$ cat config.mk
export PLATFORM = sky130hd
export DESIGN_NAME = mem_initiator
export DESIGN_NICKNAME = d
export VERILOG_FILES = /design/src/rtl/mem_bus_pkg.sv /design/src/rtl/byte_lane.sv /design/src/rtl/mem_initiator.sv
export SDC_FILE = /design/constraint.sdc
export NUM_CORES = 1
export LEC_CHECK = 0
export CORE_MARGIN = 5
export CORE_UTILIZATION = 44
export CTS_BUF_LIST = sky130_fd_sc_hd__clkbuf_4 sky130_fd_sc_hd__clkbuf_8 sky130_fd_sc_hd__clkbuf_16
export CTS_CLUSTER_DIAMETER = 80
export DETAILED_ROUTE_END_ITERATION = 10
export MAX_ROUTING_LAYER = met4
export PLACE_DENSITY = 0.76
export SKIP_CTS_REPAIR_TIMING = 1
export SYNTH_ARGS = -nofsm -noshare
export SYNTH_HDL_FRONTEND = slang
export SYNTH_SLANG_ARGS = --single-unit
$ cat constraint.sdc
create_clock -name clock -period 3.64 [get_ports clock]
set_input_delay 0.364 -clock clock [delete_from_list [all_inputs] [get_ports clock]]
set_output_delay 0.364 -clock clock [all_outputs]
set_load 0.03 [all_outputs]
$ cat src/rtl/mem_bus_pkg.sv
// Shared types for the CPU-to-memory word bus.
// Op and state encodings, address widths.
package mem_bus_pkg;

  localparam int WADDR_W = 17;
  localparam int BADDR_W = 19;

  typedef enum logic [1:0] {
    OP_WRD = 2'b00,
    OP_RDB = 2'b01,
    OP_WRW = 2'b10,
    OP_WRB = 2'b11
  } op_e;

  typedef enum logic [1:0] {
    IDLE   = 2'b00,
    ACCESS = 2'b01,
    MERGE  = 2'b10,
    DONE   = 2'b11
  } state_e;

endpackage

$ cat src/rtl/byte_lane.sv
// Big-endian byte lane helper: lane 0 is bits 0:7.
// Extracts one lane and merges a byte into a word.
module byte_lane (
  input  logic [0:31] word,
  input  logic [1:0]  lane,
  input  logic [0:7]  byte_in,
  output logic [0:7]  byte_out,
  output logic [0:31] merged
);

  logic [4:0] base;

  assign base = {lane, 3'b000};

  // Select the addressed lane and splice the new byte in
  always_comb begin
    byte_out = word[base +: 8];
    merged = word;
    merged[base +: 8] = byte_in;
  end

endmodule

$ cat src/rtl/mem_initiator.sv
// Bus initiator: CPU requests to word memory, with byte RMW.
// Optional halt detector under SIM_HALT_EN.
module mem_initiator
  import mem_bus_pkg::*;
#(
  parameter int unsigned READ_WAIT = 0
`ifdef SIM_HALT_EN
  ,
  parameter logic [WADDR_W-1:0] HALT_ADDR = 17'h00100,
  parameter logic [31:0] HALT_DATA = 32'h00010001
`endif
) (
  input  logic                  clock,
  input  logic                  reset,
  input  logic                  req,
  input  logic [0:1]            op,
  input  logic [32-BADDR_W:31]  byte_addr,
  input  logic [0:31]           wdata,
  output logic                  busy,
  output logic                  done,
  output logic [0:31]           rdata,
  output logic [32-WADDR_W:31]  mem_address,
  output logic                  mem_write_en,
  output logic [0:31]           mem_data_out,
  input  logic [0:31]           mem_data_in
`ifdef SIM_HALT_EN
  ,
  output logic                  halted
`endif
);

  state_e              state_q, state_d;
  op_e                 op_q, op_d;
  logic [32-WADDR_W:31] waddr_q, waddr_d;
  logic [1:0]          lane_q, lane_d;
  logic [0:31]         wdata_q, wdata_d;
  logic [3:0]          cnt_q, cnt_d;
  logic [0:31]         capt_q, capt_d;
  logic [0:31]         rdata_q, rdata_d;

  logic        blocked;
  logic [0:31] lane_word;
  logic [0:7]  lane_byte;
  logic [0:31] merged;

  assign lane_word = (state_q == MERGE) ? capt_q : mem_data_in;

  byte_lane u_lane (
    .word     (lane_word),
    .lane     (lane_q),
    .byte_in  (wdata_q[24:31]),
    .byte_out (lane_byte),
    .merged   (merged)
  );

`ifdef SIM_HALT_EN
  logic halted_q, halted_d;

  // Sticky flag on a committed write of the halt pattern
  always_comb begin
    halted_d = halted_q;
    if (mem_write_en && mem_address == HALT_ADDR &&
        mem_data_out == HALT_DATA)
      halted_d = 1'b1;
  end

  // Halt flag register, cleared only by reset
  always_ff @(posedge clock or posedge reset) begin
    if (reset) halted_q <= 1'b0;
    else       halted_q <= halted_d;
  end

  assign halted  = halted_q;
  assign blocked = halted_q;
`else
  assign blocked = 1'b0;
`endif

  // FSM state and latched request fields
  always_ff @(posedge clock or posedge reset) begin
    if (reset) begin
      state_q <= IDLE;
      op_q    <= OP_WRD;
      waddr_q <= '0;
      lane_q  <= '0;
      wdata_q <= '0;
      cnt_q   <= '0;
      capt_q  <= '0;
      rdata_q <= '0;
    end else begin
      state_q <= state_d;
      op_q    <= op_d;
      waddr_q <= waddr_d;
      lane_q  <= lane_d;
      wdata_q <= wdata_d;
      cnt_q   <= cnt_d;
      capt_q  <= capt_d;
      rdata_q <= rdata_d;
    end
  end

  // Next state, field updates and bus decode from registered state
  always_comb begin
    state_d      = state_q;
    op_d         = op_q;
    waddr_d      = waddr_q;
    lane_d       = lane_q;
    wdata_d      = wdata_q;
    cnt_d        = cnt_q;
    capt_d       = capt_q;
    rdata_d      = rdata_q;
    busy         = blocked;
    done         = 1'b0;
    mem_write_en = 1'b0;
    mem_data_out = '0;

    unique case (state_q)
      IDLE, DONE: begin
        done    = (state_q == DONE);
        state_d = IDLE;
        if (req && !blocked) begin
          op_d    = op_e'(op);
          waddr_d = byte_addr[32-BADDR_W:29];
          lane_d  = byte_addr[30:31];
          wdata_d = wdata;
          cnt_d   = 4'(READ_WAIT);
          state_d = ACCESS;
        end
      end
      ACCESS: begin
        busy = 1'b1;
        if (op_q == OP_WRW) begin
          mem_write_en = 1'b1;
          mem_data_out = wdata_q;
          state_d      = DONE;
        end else if (cnt_q != 4'd0) begin
          cnt_d = cnt_q - 4'd1;
        end else begin
          case (op_q)
            OP_WRD: begin
              rdata_d = mem_data_in;
              state_d = DONE;
            end
            OP_RDB: begin
              rdata_d = {24'h0, lane_byte};
              state_d = DONE;
            end
            OP_WRB: begin
              capt_d  = mem_data_in;
              state_d = MERGE;
            end
            default: state_d = DONE;
          endcase
        end
      end
      MERGE: begin
        busy         = 1'b1;
        mem_write_en = 1'b1;
        mem_data_out = merged;
        state_d      = DONE;
      end
    endcase
  end

  assign mem_address = waddr_q;
  assign rdata       = rdata_q;

endmodule

### After elaboration in Yosys (flattened, before gate mapping)

Cells that the tools add are included.
Widths: inputs -> output; s select.

| storage, ports and cells | value |
|---|---|
| word-level logic and storage cells | 55 |
| bits in read-only memories | 0 |
| bits in writable memories | 0 |
| register bits | 123 |
| output and inout bits | 84 |
| memories kept | 0 |
| bits in latches | 0 |

| operators by class | value |
|---|---|
| shift operators | 3 |
| multiply operators | 0 |
| div/mod/pow operators | 0 |
| mux-type cells | 18 |
| reductions and logical operators | 11 |
| order comparisons | 0 |
| equal/unequal tests | 10 |
| add/subtract/negate cells | 2 |
| bitwise operators | 3 |

Operator list:

| operator | number |
|---|---|
| $pmux 32 s2 | 2 |
| $mux 32 | 2 |
| $shift 33x7->32 const A | 1 |
| $shiftx 32x6->33 | 1 |
| $shiftx 33x7->32 | 1 |
| $bwmux 32 | 1 |
| $mux 4 | 3 |
| $reduce_and 4->1 | 3 |
| $eq 2x2->1 const B | 4 |
| $pmux 4 s2 | 1 |
| $neg 6->7 | 1 |
| $ne 2x2->1 const B | 3 |
| $not 5->6 | 1 |
| $pmux 2 s3 | 1 |
| $mux 1 | 5 |
| $eq 2x1->1 const B | 2 |
| $logic_not 2->1 | 2 |
| $mux 2 | 2 |
| $reduce_bool 2->1 | 2 |
| $reduce_bool 4->1 | 1 |
| $reduce_or 2->1 | 2 |
| $sub 4x1->4 const B | 1 |
| $ne 3x3->1 const B | 1 |
| $not 1->1 | 2 |
| 2 further kinds | 2 |

### Depth between registers and ports, before layout

| logic depth | value |
|---|---|
| depth in word-level cells | 5 |
| depth in mapped cells | 9 |

### By module

A second synthesis with hierarchy kept.

| second synthesis, totals | value |
|---|---|
| cells, all modules | 490 |
| area, all modules | 6487.5 um^2 |

By module, submodules not included:

| module | cells each | instances | sequential area each (um^2) | area an instance (um^2) |
|---|---|---|---|---|
| mem_initiator | 442 | 1 | 3078.0 | 5835.6 |
| byte_lane | 48 | 1 | 0.0 | 651.9 |

### Worst setup path after synthesis

No wires, ideal clock.

| path | value |
|---|---|
| path kind | register -> output |
| start | register state_q[0] |
| end | output mem_data_out[0] (netlist name) |
| slack | 1173 ps |
| stages on the path, launching flop included | 7 |
| data arrival time | 2103 ps |
| required time | 3276 ps |
| path buffers | 1 |
| cell sequence | dfrtp_1 -> inv_1 -> ha_1 -> clkbuf_1 -> inv_1 -> nand2_1 -> o21ai_0 |

| on the way | value |
|---|---|
| cells in the longest elaborated chain, start to end | 4 |
| elaborated cells on any way between the ends | 5 |
| those cells by class | eq/ne: 2; mux: 3 |

RTL lines:

| what | RTL line | source |
|---|---|---|
| from (decl) | mem_initiator.sv:32 | `state_e state_q, state_d;` |
| from (signal assigned) | mem_initiator.sv:91 | `state_q <= state_d;` |
| $eq 2x2->1 | mem_initiator.sv:46, mem_initiator.sv:117 |  |
| $mux 32 | mem_initiator.sv:46 | `assign lane_word = (state_q == MERGE) ? capt_q : mem_data_in;` |
| $bwmux 32 | byte_lane.sv:19 | `merged[base +: 8] = byte_in;` |
| $pmux 32 s2 * | mem_initiator.sv:117 | `unique case (state_q)` |
| to (decl) | mem_initiator.sv:24 | `output logic [0:31] mem_data_out,` |

Mark *: on every way between the ends. The rest lies on a longest branch, timed or not.

### Final worst setup path

| path | value |
|---|---|
| start | register state_q[0] |
| end | output mem_data_out[28] (netlist name) |

The elaborated chain is that of the path after synthesis.

==> results.txt <==
Status -> finished clean
Antenna Cells -> 0
Routed WL -> 17.5 mm
Worst setup path class -> flip-flop to output pin
Data arrival, critical path -> 3.02 ns
Final HPWL DP -> 13.0 mm
Worst Tran Pin Value -> 0.710 ns
Worst vdd ir -> 0.519 mV
Period Utilization, post-route -> 93.0%
DRC viols -> 0
Syn Nets -> 612
Synth top area cells -> dfrtp_1, mux2_2, mux4_2
Drt wl/cell -> 20.0 um
Row cnt -> 43
Mapped Area -> 6280 um2
Vias per cell -> 5.47
Top cell type's share of synthesized area -> 49.0%
Top layer in use -> met4
Total track usage -> 22.4%
Worst path cell trace -> inv_1 > ha_2 > nand2_1 > o22ai_1 > a21o_1 > clkdlybuf4s50_1
Worst Hold Class -> input pin to async pin
Core area -> 13900 um2
TritonCTS Buffers -> 17
Die Ht -> 130 um
Syn_area_per_cell -> 12.1 um2
Setup crit start kind -> flip-flop
Leakage power -> 3.65 nW
Relative slew slack -> 52.5%
Final hold violation count -> 0
Worst-path clk slew -> 0.05 ns
Starting Density -> 45.1%
Final Util -> 62.5%
Crit path max-delay family -> buffers and inverters
Htree depth -> 4
RSZ-0062 raised after global routing -> no
Die W -> 130 um
Yosys reg bits -> 123
Wl on met1 -> 7.75 mm
Via count -> 4788
Placer Congestion -> 0.878
Fmax -> 0.295 GHz
# port buffers -> 171
Met3 routed WL -> 1.22 mm
First-pass GRT wire length -> 27.8 mm
CTS root buffer -> clkbuf_16
Kind of end point of the critical path -> output pin
Ys Warns -> 0
Layout cells sized above 1 -> 25.3%
Setup TNS -> 0 ns
Initial antenna violation count -> 0
Area delta synth->final -> 38.6%
Crit Path Max Fanout -> 16
ANT nets after route -> 0
Total gr overflow -> 0
Nets -> 776
Synth Instances -> 519
Max Slew Vio Count -> 0
Ys flop type -> dfrtp_1
Max-cap violations -> 0
Synth unique cells -> 40
Largest net degree at the start of global routing -> 77
Top Ports -> 172
Register area share after synthesis -> 49.0%
Vias in the first global route -> 4982
TritonCTS clock tree -> built
Worst Path Required -> 3.28 ns
Worst-Skew Late Latency -> 0.42 ns
EDFF count, synth -> 0
Synth async-reset ratio -> 100%
DIE AREA -> 16800 um2
PD cells -> 1030 nW/um2
Worst path max stage delay -> 0.67 ns
Period minus WS final -> 3.38 ns
Clk_skew -> 0.0110 ns
Met2 wire length -> 8.08 mm
Leading area contributor after synthesis -> dfrtp_1
DRT iter0 DRCs -> 300
TritonRoute pass-1 iters -> 5
Clk sinks -> 123
Slowest cell on crit path -> clkdlybuf4s50_1
CTS Buffer Depth -> 2
Setup-failing EPs final -> 0
WP buf/inv -> 2
through the flow:
step	instances	setup slack, ns	power (mW)	hold slack [ns]	cell area (um2)
floorplan	519	0.00512	5.68	0.479	6280
global placement	844	0.710	7.14	0.463	8090
detailed placement	844	0.629	7.24	0.474	8090
CTS	876	0.180	9.05	0.422	8710
global route	876	0.0715	9.52	0.460	8710
finish	876	0.255	9.00	0.398	8710
layout by cell type (no fill, tap or decap), types with 17 or more instances in the layout:
cell / n
clkdlybuf4s50_1: 171
dfrtp_1: 123
mux2_2: 114
nand2_1: 47
nor2_1: 29
o21ai_1: 27
nand2b_1: 25
a22oi_1: 21
clkbuf_16: 17
cell type report:
cell class | count | area, um2
timing repair buffer | 182 | 1810
sequential | 123 | 3080
fill | 1090 | 5220
clock buffer | 21 | 455
multi-input combinational | 353 | 2950
tap | 180 | 225
clock inverter | 11 | 170
inverter | 6 | 25.0
where the power goes:
group          internal, mW  leakage (nW)  switching [mW]  total [mW]
Sequential             2.05          1.51           0.587        2.64
Combinational          2.19          1.85            2.39        4.58
Clock                  1.17         0.301           0.612        1.79
cell usage after synthesis (2+ instances only):
library cell	number
mux4_1	4
clkbuf_1	16
nor2_1	30
dfrtp_1	123
mux2i_1	8
nor2b_1	3
nand2b_1	25
o21ai_1	27
nand3_1	4
inv_1	6
and4_1	5
a22oi_1	21
a21oi_1	5
mux2_2	114
nand3b_1	2
nand2_1	48
a211o_1	2
or4b_1	2
o22ai_1	9
ha_1	5
buf_6	6
a21o_1	5
mux4_2	12
o21ai_0	12
buf_2	10
metal layers:
metal | vias up | GRT usage [%]
met5 | - | -
met4 | 0 | 8.74
met3 | 38 | 5.23
met2 | 198 | 32.8
met1 | 2349 | 30.3
li1 | 2203 | -
kinds of logic (layout without fill, tap and decap cells):
group | Yosys count | after routing | synth area share, %
AOI/OAI and AO/OA | 84 | 84 | 8.16
and+or+nand+nor | 126 | 126 | 9.99
buffers and inverters | 43 | 220 | 4.20
muxes | 138 | 138 | 27.7
adders and majority gates | 5 | 5 | 0.995
DFF | 123 | 123 | 49.0
path summary, 6_finish.rpt:
| check | start | end | slack, ns | cells after the start |
|---|---|---|---|---|
| min | reset | rdata[0] | 0.40 | 2 |
| max in group asynchronous | reset | capt_q[2] | 2.39 | 3 |
| max | state_q[0] | mem_data_out[28] | 0.26 | 6 |
| min in group clock | rdata[8] | rdata[8] | 0.48 | 2 |
| min reg2reg | rdata[8] | rdata[8] | 0.48 | 2 |
| max reg2reg | state_q[0] | rdata[31] | 1.15 | 7 |
state kept, by name, indices dropped and copies added (netlist names):
register / cells
capt_q: 32
cnt_q: 4
lane_q: 2
mem_address: 17
op_q: 2
rdata: 32
state_q: 2
wdata_q: 32
No activity file was read; power rests on OpenSTA's default activity.
==> patch 1: new RTL, config.mk and constraints unchanged <==
The 4 states of `state_e` get a Gray code encoding in 2 bits.
--- a/src/rtl/mem_bus_pkg.sv
+++ b/src/rtl/mem_bus_pkg.sv
@@ -17,4 +17,4 @@
     ACCESS = 2'b01,
-    MERGE  = 2'b10,
-    DONE   = 2'b11
+    MERGE  = 2'b11,
+    DONE   = 2'b10
   } state_e;
Behaviour: no difference found for any inputs over 4 cycles, from zero or initial values and one cycle with reset high; so few cycles prove little.
==> patch 1 against the unedited design <==
  * First-iteration DRC count decreased by 6.3%
  * Routed wire length is 4.8% lower
  * Largest power group unchanged
  * Synthesized area is 5.1% lower
  * Power down 12%
  * Setup slack improved by 0.064 ns
  * Non-clock buffer count fell by 1
  * Sequential cell count did not move
  * Design area fell by 4.3%
  * Die area fell by 4.7%
  * Sequential share of layout area up 1.6 points
  * Critical path depth fell by 2
  * Clock power decreased by 14%
==> patch 1: results (changes against the unedited design) <==
Place
The post-place setup slack came to 0.809 ns (was 0.629 ns). The weighted congestion reported at the end of routability-driven placement is 0.834 (was 0.878). The cell count after placement came to 840 (was 844).

Global route
The global-route usage over all layers came to 21.7% (was 22.4%). The largest net degree at the start of global routing was 91 (was 77). The via count of the first global-routing pass was 4837 (was 4982). The global-route wire length before repair is 26.4 mm (was 27.8 mm).

Drt
The detail-routed via count per cell is 5.38 (was 5.47). The final wirelength is 16.7 mm (was 17.5 mm). The violation count after the first detailed-routing iteration is 281 (was 300). The vias after detailed routing is 4690 (was 4788).

Hold path
The worst hold-check path type is reg -> reg (was in -> async).

Critical path
The highest cell delay on the worst timing path is 0.90 ns (was 0.67 ns). The flop-to-flop setup slack is 1.08 ns (was 1.15 ns). The number of cell instances on the worst register-to-register path was 6 (was 7). The worst path arrival time is 2.96 ns (was 3.02 ns). The critical path launch point is lane_q[1]$_DFFE_PP0P_ (was state_q[0]$_DFFE_PP0P_). The endpoint of the worst setup timing path is mem_data_out[16] (was mem_data_out[28]).

The maximum fanout encountered on the critical timing path was 9 (was 16). The capture point of the worst reg-to-reg path is rdata[29]$_DFFE_PP0P_ (was rdata[31]$_DFFE_PP0P_). The slowest cell on the critical path is sky130_fd_sc_hd__nor2b_1 (was sky130_fd_sc_hd__clkdlybuf4s50_1).

STA
The highest clock rate is 301 MHz (was 295 MHz). The headroom to the max-slew limit was 25.6% (was 52.5%). The worst setup skew after layout is 0.00750 ns (was 0.0110 ns).

Yosys
The mean post-synth cell area is 11.5 um^2 (was 12.1 um^2). The post-synth net total is 611 (was 612). Leading post-synthesis cells by cell area: sky130_fd_sc_hd__dfrtp_1 (52%), sky130_fd_sc_hd__mux2_2 (16%), sky130_fd_sc_hd__mux2i_1 (9.1%) (was sky130_fd_sc_hd__dfrtp_1 (49%), sky130_fd_sc_hd__mux2_2 (20%), sky130_fd_sc_hd__mux4_2 (4.3%)). The post-synthesis cell type count came to 34 (was 40).

Synth cell count leaders: sky130_fd_sc_hd__dfrtp_1 (123), sky130_fd_sc_hd__mux2_2 (84), sky130_fd_sc_hd__nand2_1 (77) (was sky130_fd_sc_hd__dfrtp_1 (123), sky130_fd_sc_hd__mux2_2 (114), sky130_fd_sc_hd__nand2_1 (48)).

Power and ir drop
The worst voltage drop across the vdd grid was 0.546 mV (was 0.519 mV). The reported leakage power is 3.68 nW (was 3.65 nW).

Finish
The core occupancy in the finished layout is 62.7% (was 62.5%). The total number of nets in the final design is 773 (was 776). The ratio of cells with drive above 1 in the final layout was 20.4% (was 25.3%).

Clock tree
The number of clock buffers inserted by TritonCTS is 17 (unchanged).

Run status
Run status: finished clean (unchanged).
-- patch 1: cell types whose count changed after synthesis, moves of 9 or more --
cell,change
sky130_fd_sc_hd__nor2_1,-28
sky130_fd_sc_hd__mux2_2,-30
sky130_fd_sc_hd__a22oi_1,-21
sky130_fd_sc_hd__nand2b_1,-20
sky130_fd_sc_hd__o22ai_1,-9
sky130_fd_sc_hd__o21ai_0,+19
sky130_fd_sc_hd__nand2_1,+29
sky130_fd_sc_hd__mux2i_1,+46
sky130_fd_sc_hd__mux4_2,-12
sky130_fd_sc_hd__o22a_1,+12
-- patch 1: cells by family after synthesis --
group | share of synthesized area, %
simple gates | 9.00
flops | 51.6
compound gates | 10.3
buf+inv | 3.73
mux | 24.9
fa+ha+maj | 0.419
-- patch 1: through the flow --
stage                     total power, mW  area [um^2]  hold slack, ns
after floorplan                      4.95         5970           0.462
after global placement               6.30         7790           0.464
after detailed placement             6.40         7790           0.473
after CTS                            7.97         8340           0.485
after global routing                 8.36         8340           0.496
final                                7.92         8340           0.480
-- patch 1: where the power goes --
group          leakage (nW)  total (mW)  internal, mW  switching [mW]
clock network         0.280        1.54         0.954           0.581
registers              1.50        2.59          2.02           0.570
logic                  1.90        3.79          1.75            2.04
-- patch 1: worst min-delay path by stage --
stage / start / endpoint / slack (ns)
final: rdata[2]$_DFFE_PP0P_ / rdata[2]$_DFFE_PP0P_ / 0.48
after global placement: rdata[1]$_DFFE_PP0P_ / rdata[1]$_DFFE_PP0P_ / 0.46
after CTS: rdata[2]$_DFFE_PP0P_ / rdata[2]$_DFFE_PP0P_ / 0.49
after detailed placement: rdata[2]$_DFFE_PP0P_ / rdata[2]$_DFFE_PP0P_ / 0.47
after floorplan: cnt_q[1]$_DFFE_PP0P_ / cnt_q[1]$_DFFE_PP0P_ / 0.46
after global routing: rdata[2]$_DFFE_PP0P_ / rdata[2]$_DFFE_PP0P_ / 0.50
-- patch 1: layout make-up --
type / instances / area (um^2)
fillers: 1078 / 4960
multi-input cells: 353 / 2680
repair buffers: 181 / 1790
inverters: 7 / 28.8
clock inverters: 8 / 42.5
clock buffers: 24 / 503
well taps: 176 / 220
flip-flops and latches: 123 / 3080
-- patch 1: layer usage --
layer | vias to the layer above | wire length [um] | track usage, %
met5 | - | 0 | -
met4 | 0 | 350 | 7.70
met3 | 23 | 1000 | 5.00
met2 | 168 | 7880 | 32.6
met1 | 2303 | 7480 | 29.1
li1 | 2196 | - | -
-- patch 1: critical path: cells and delay by family, from the launching register on --
family	cells	cell delay, ns
AO/OA/AOI/OAI	1	0.24
buffers and inverters	1	0.71
flip-flops	1	0.46
multiplexers	1	0.23
AND/OR/NAND/NOR	1	0.90
==> patch 2: new RTL, same settings <==
Without the edit above. Register the inputs `req`, `op`, `byte_addr`, `wdata` and `mem_data_in` before use. The logic sees them one clock later.
--- a/src/rtl/mem_initiator.sv
+++ b/src/rtl/mem_initiator.sv
@@ -31,2 +31,16 @@
 
+  logic req_q;
+  logic [0:1] op_r;
+  logic [32-BADDR_W:31] byte_addr_q;
+  logic [0:31] wdata_r;
+  logic [0:31] mem_data_q;
+
+  always_ff @(posedge clock) begin
+    req_q       <= req;
+    op_r        <= op;
+    byte_addr_q <= byte_addr;
+    wdata_r     <= wdata;
+    mem_data_q  <= mem_data_in;
+  end
+
   state_e              state_q, state_d;
@@ -45,3 +59,3 @@
 
-  assign lane_word = (state_q == MERGE) ? capt_q : mem_data_in;
+  assign lane_word = (state_q == MERGE) ? capt_q : mem_data_q;
 
@@ -120,7 +134,7 @@
         state_d = IDLE;
-        if (req && !blocked) begin
-          op_d    = op_e'(op);
-          waddr_d = byte_addr[32-BADDR_W:29];
-          lane_d  = byte_addr[30:31];
-          wdata_d = wdata;
+        if (req_q && !blocked) begin
+          op_d    = op_e'(op_r);
+          waddr_d = byte_addr_q[32-BADDR_W:29];
+          lane_d  = byte_addr_q[30:31];
+          wdata_d = wdata_r;
           cnt_d   = 4'(READ_WAIT);
@@ -140,3 +154,3 @@
             OP_WRD: begin
-              rdata_d = mem_data_in;
+              rdata_d = mem_data_q;
               state_d = DONE;
@@ -148,3 +162,3 @@
             OP_WRB: begin
-              capt_d  = mem_data_in;
+              capt_d  = mem_data_q;
               state_d = MERGE;
Check against the original RTL: not equivalent (a bounded check fails within 4 cycles, from zero or initial values and one cycle with reset high).
==> patch 2 against the unedited design <==
  * Setup slack gained 0.071 ns
  * Design area grew 21%
  * Routed wire length grew 15%
  * Power grew 13%
  * Sequential cell count grew 86
  * Synthesized area grew 24%
  * Cell count grew 14%
  * Largest power group unchanged
==> patch 2: results (changes against the unedited design) <==
Yosys
The area share of the largest cell type after synthesis came to 39.4% (was 49.0%). Synth cell count leaders: sky130_fd_sc_hd__dfrtp_1 (123), sky130_fd_sc_hd__mux2_1 (108), sky130_fd_sc_hd__dfxtp_1 (86) (was sky130_fd_sc_hd__dfrtp_1 (123), sky130_fd_sc_hd__mux2_2 (114), sky130_fd_sc_hd__nand2_1 (48)). Leading post-synthesis cells by cell area: sky130_fd_sc_hd__dfrtp_1 (39%), sky130_fd_sc_hd__dfxtp_1 (22%), sky130_fd_sc_hd__mux2_1 (16%) (was sky130_fd_sc_hd__dfrtp_1 (49%), sky130_fd_sc_hd__mux2_2 (20%), sky130_fd_sc_hd__mux4_2 (4.3%)).

The multiplexer area fraction after synthesis was 21.9% (was 27.7%). The sequential element share of the synthesized area is 61.4% (was 49.0%).

Global route
The global-route wire length before repair came to 32.1 mm (was 27.8 mm). The global-route usage over all layers is 20.6% (was 22.4%). The via count of the first global-routing pass came to 5705 (was 4982). The routing usage on met3 is 3.65% (was 5.23%).

The met1 demand-to-capacity share in global routing came to 29.2% (was 30.3%). The largest net degree at the start of global routing is 71 (was 77).

Clock tree
The number of H-tree levels is 1 (was 4). The clock latency reported for the late side of the worst-skew pair came to 0.53 ns (was 0.42 ns). The number of clock buffers inserted by TritonCTS is 23 (was 17).

Run status
Run status: finished clean (unchanged).

Power and ir drop
The reported leakage power is 4.39 nW (was 3.65 nW).

Finish
The multi-input combinational area share is 26.8% (was 33.9%). The total number of nets in the final design is 849 (was 776). The combined flip-flop and latch cell area is 4800 um^2 (was 3080 um^2). The number of clock buffers in the layout is 29 (was 21). The layout buffering overhead excluding clock cells was 17.0% (was 20.7%).

Critical path
The highest cell delay on the worst timing path is 0.72 ns (was 0.67 ns).

Drt
The routed wire length on met2 is 8.97 mm (was 8.08 mm). The violation count after the first detailed-routing iteration is 345 (was 300). The mean routed wirelength per cell is 20.2 um (was 20.0 um).

STA
The worst setup skew after layout is 0.0183 ns (was 0.0110 ns). The actual slew at the worst max-slew pin is 1.04 ns (was 0.710 ns).

Place
The final HPWL from detailed placement is 14.4 mm (was 13.0 mm). The cell count after placement came to 956 (was 844).

Hold path
The worst hold-check path type is in -> reg (was in -> async).
-- patch 2: through the flow --
step,instance area [um^2],power (mW),hold slack [ns]
3_5_place_dp,9720,7.84,0.428
6_report,10500,10.2,0.280
3_3_place_gp,9720,7.72,0.420
2_1_floorplan,7810,6.27,0.392
4_1_cts,10500,10.3,0.261
5_1_grt,10500,10.8,0.267
-- patch 2: worst paths after layout --
kind	from	endpoint	slack, ns
min in group asynchronous	reset	mem_address[15]$_DFFE_PP0P_	0.37
max in group asynchronous	reset	wdata_q[17]$_DFFE_PP0P_	2.39
worst min register to register	wdata_r[14]$_DFF_P_	wdata_q[14]$_DFFE_PP0P_	0.44
worst max-delay path	state_q[1]$_DFFE_PP0P_	mem_data_out[4]	0.33
worst min-delay path	byte_addr[13]	byte_addr_q[13]$_DFF_P_	0.28
worst max register to register	state_q[0]$_DFFE_PP0P_	wdata_q[21]$_DFFE_PP0P_	1.12
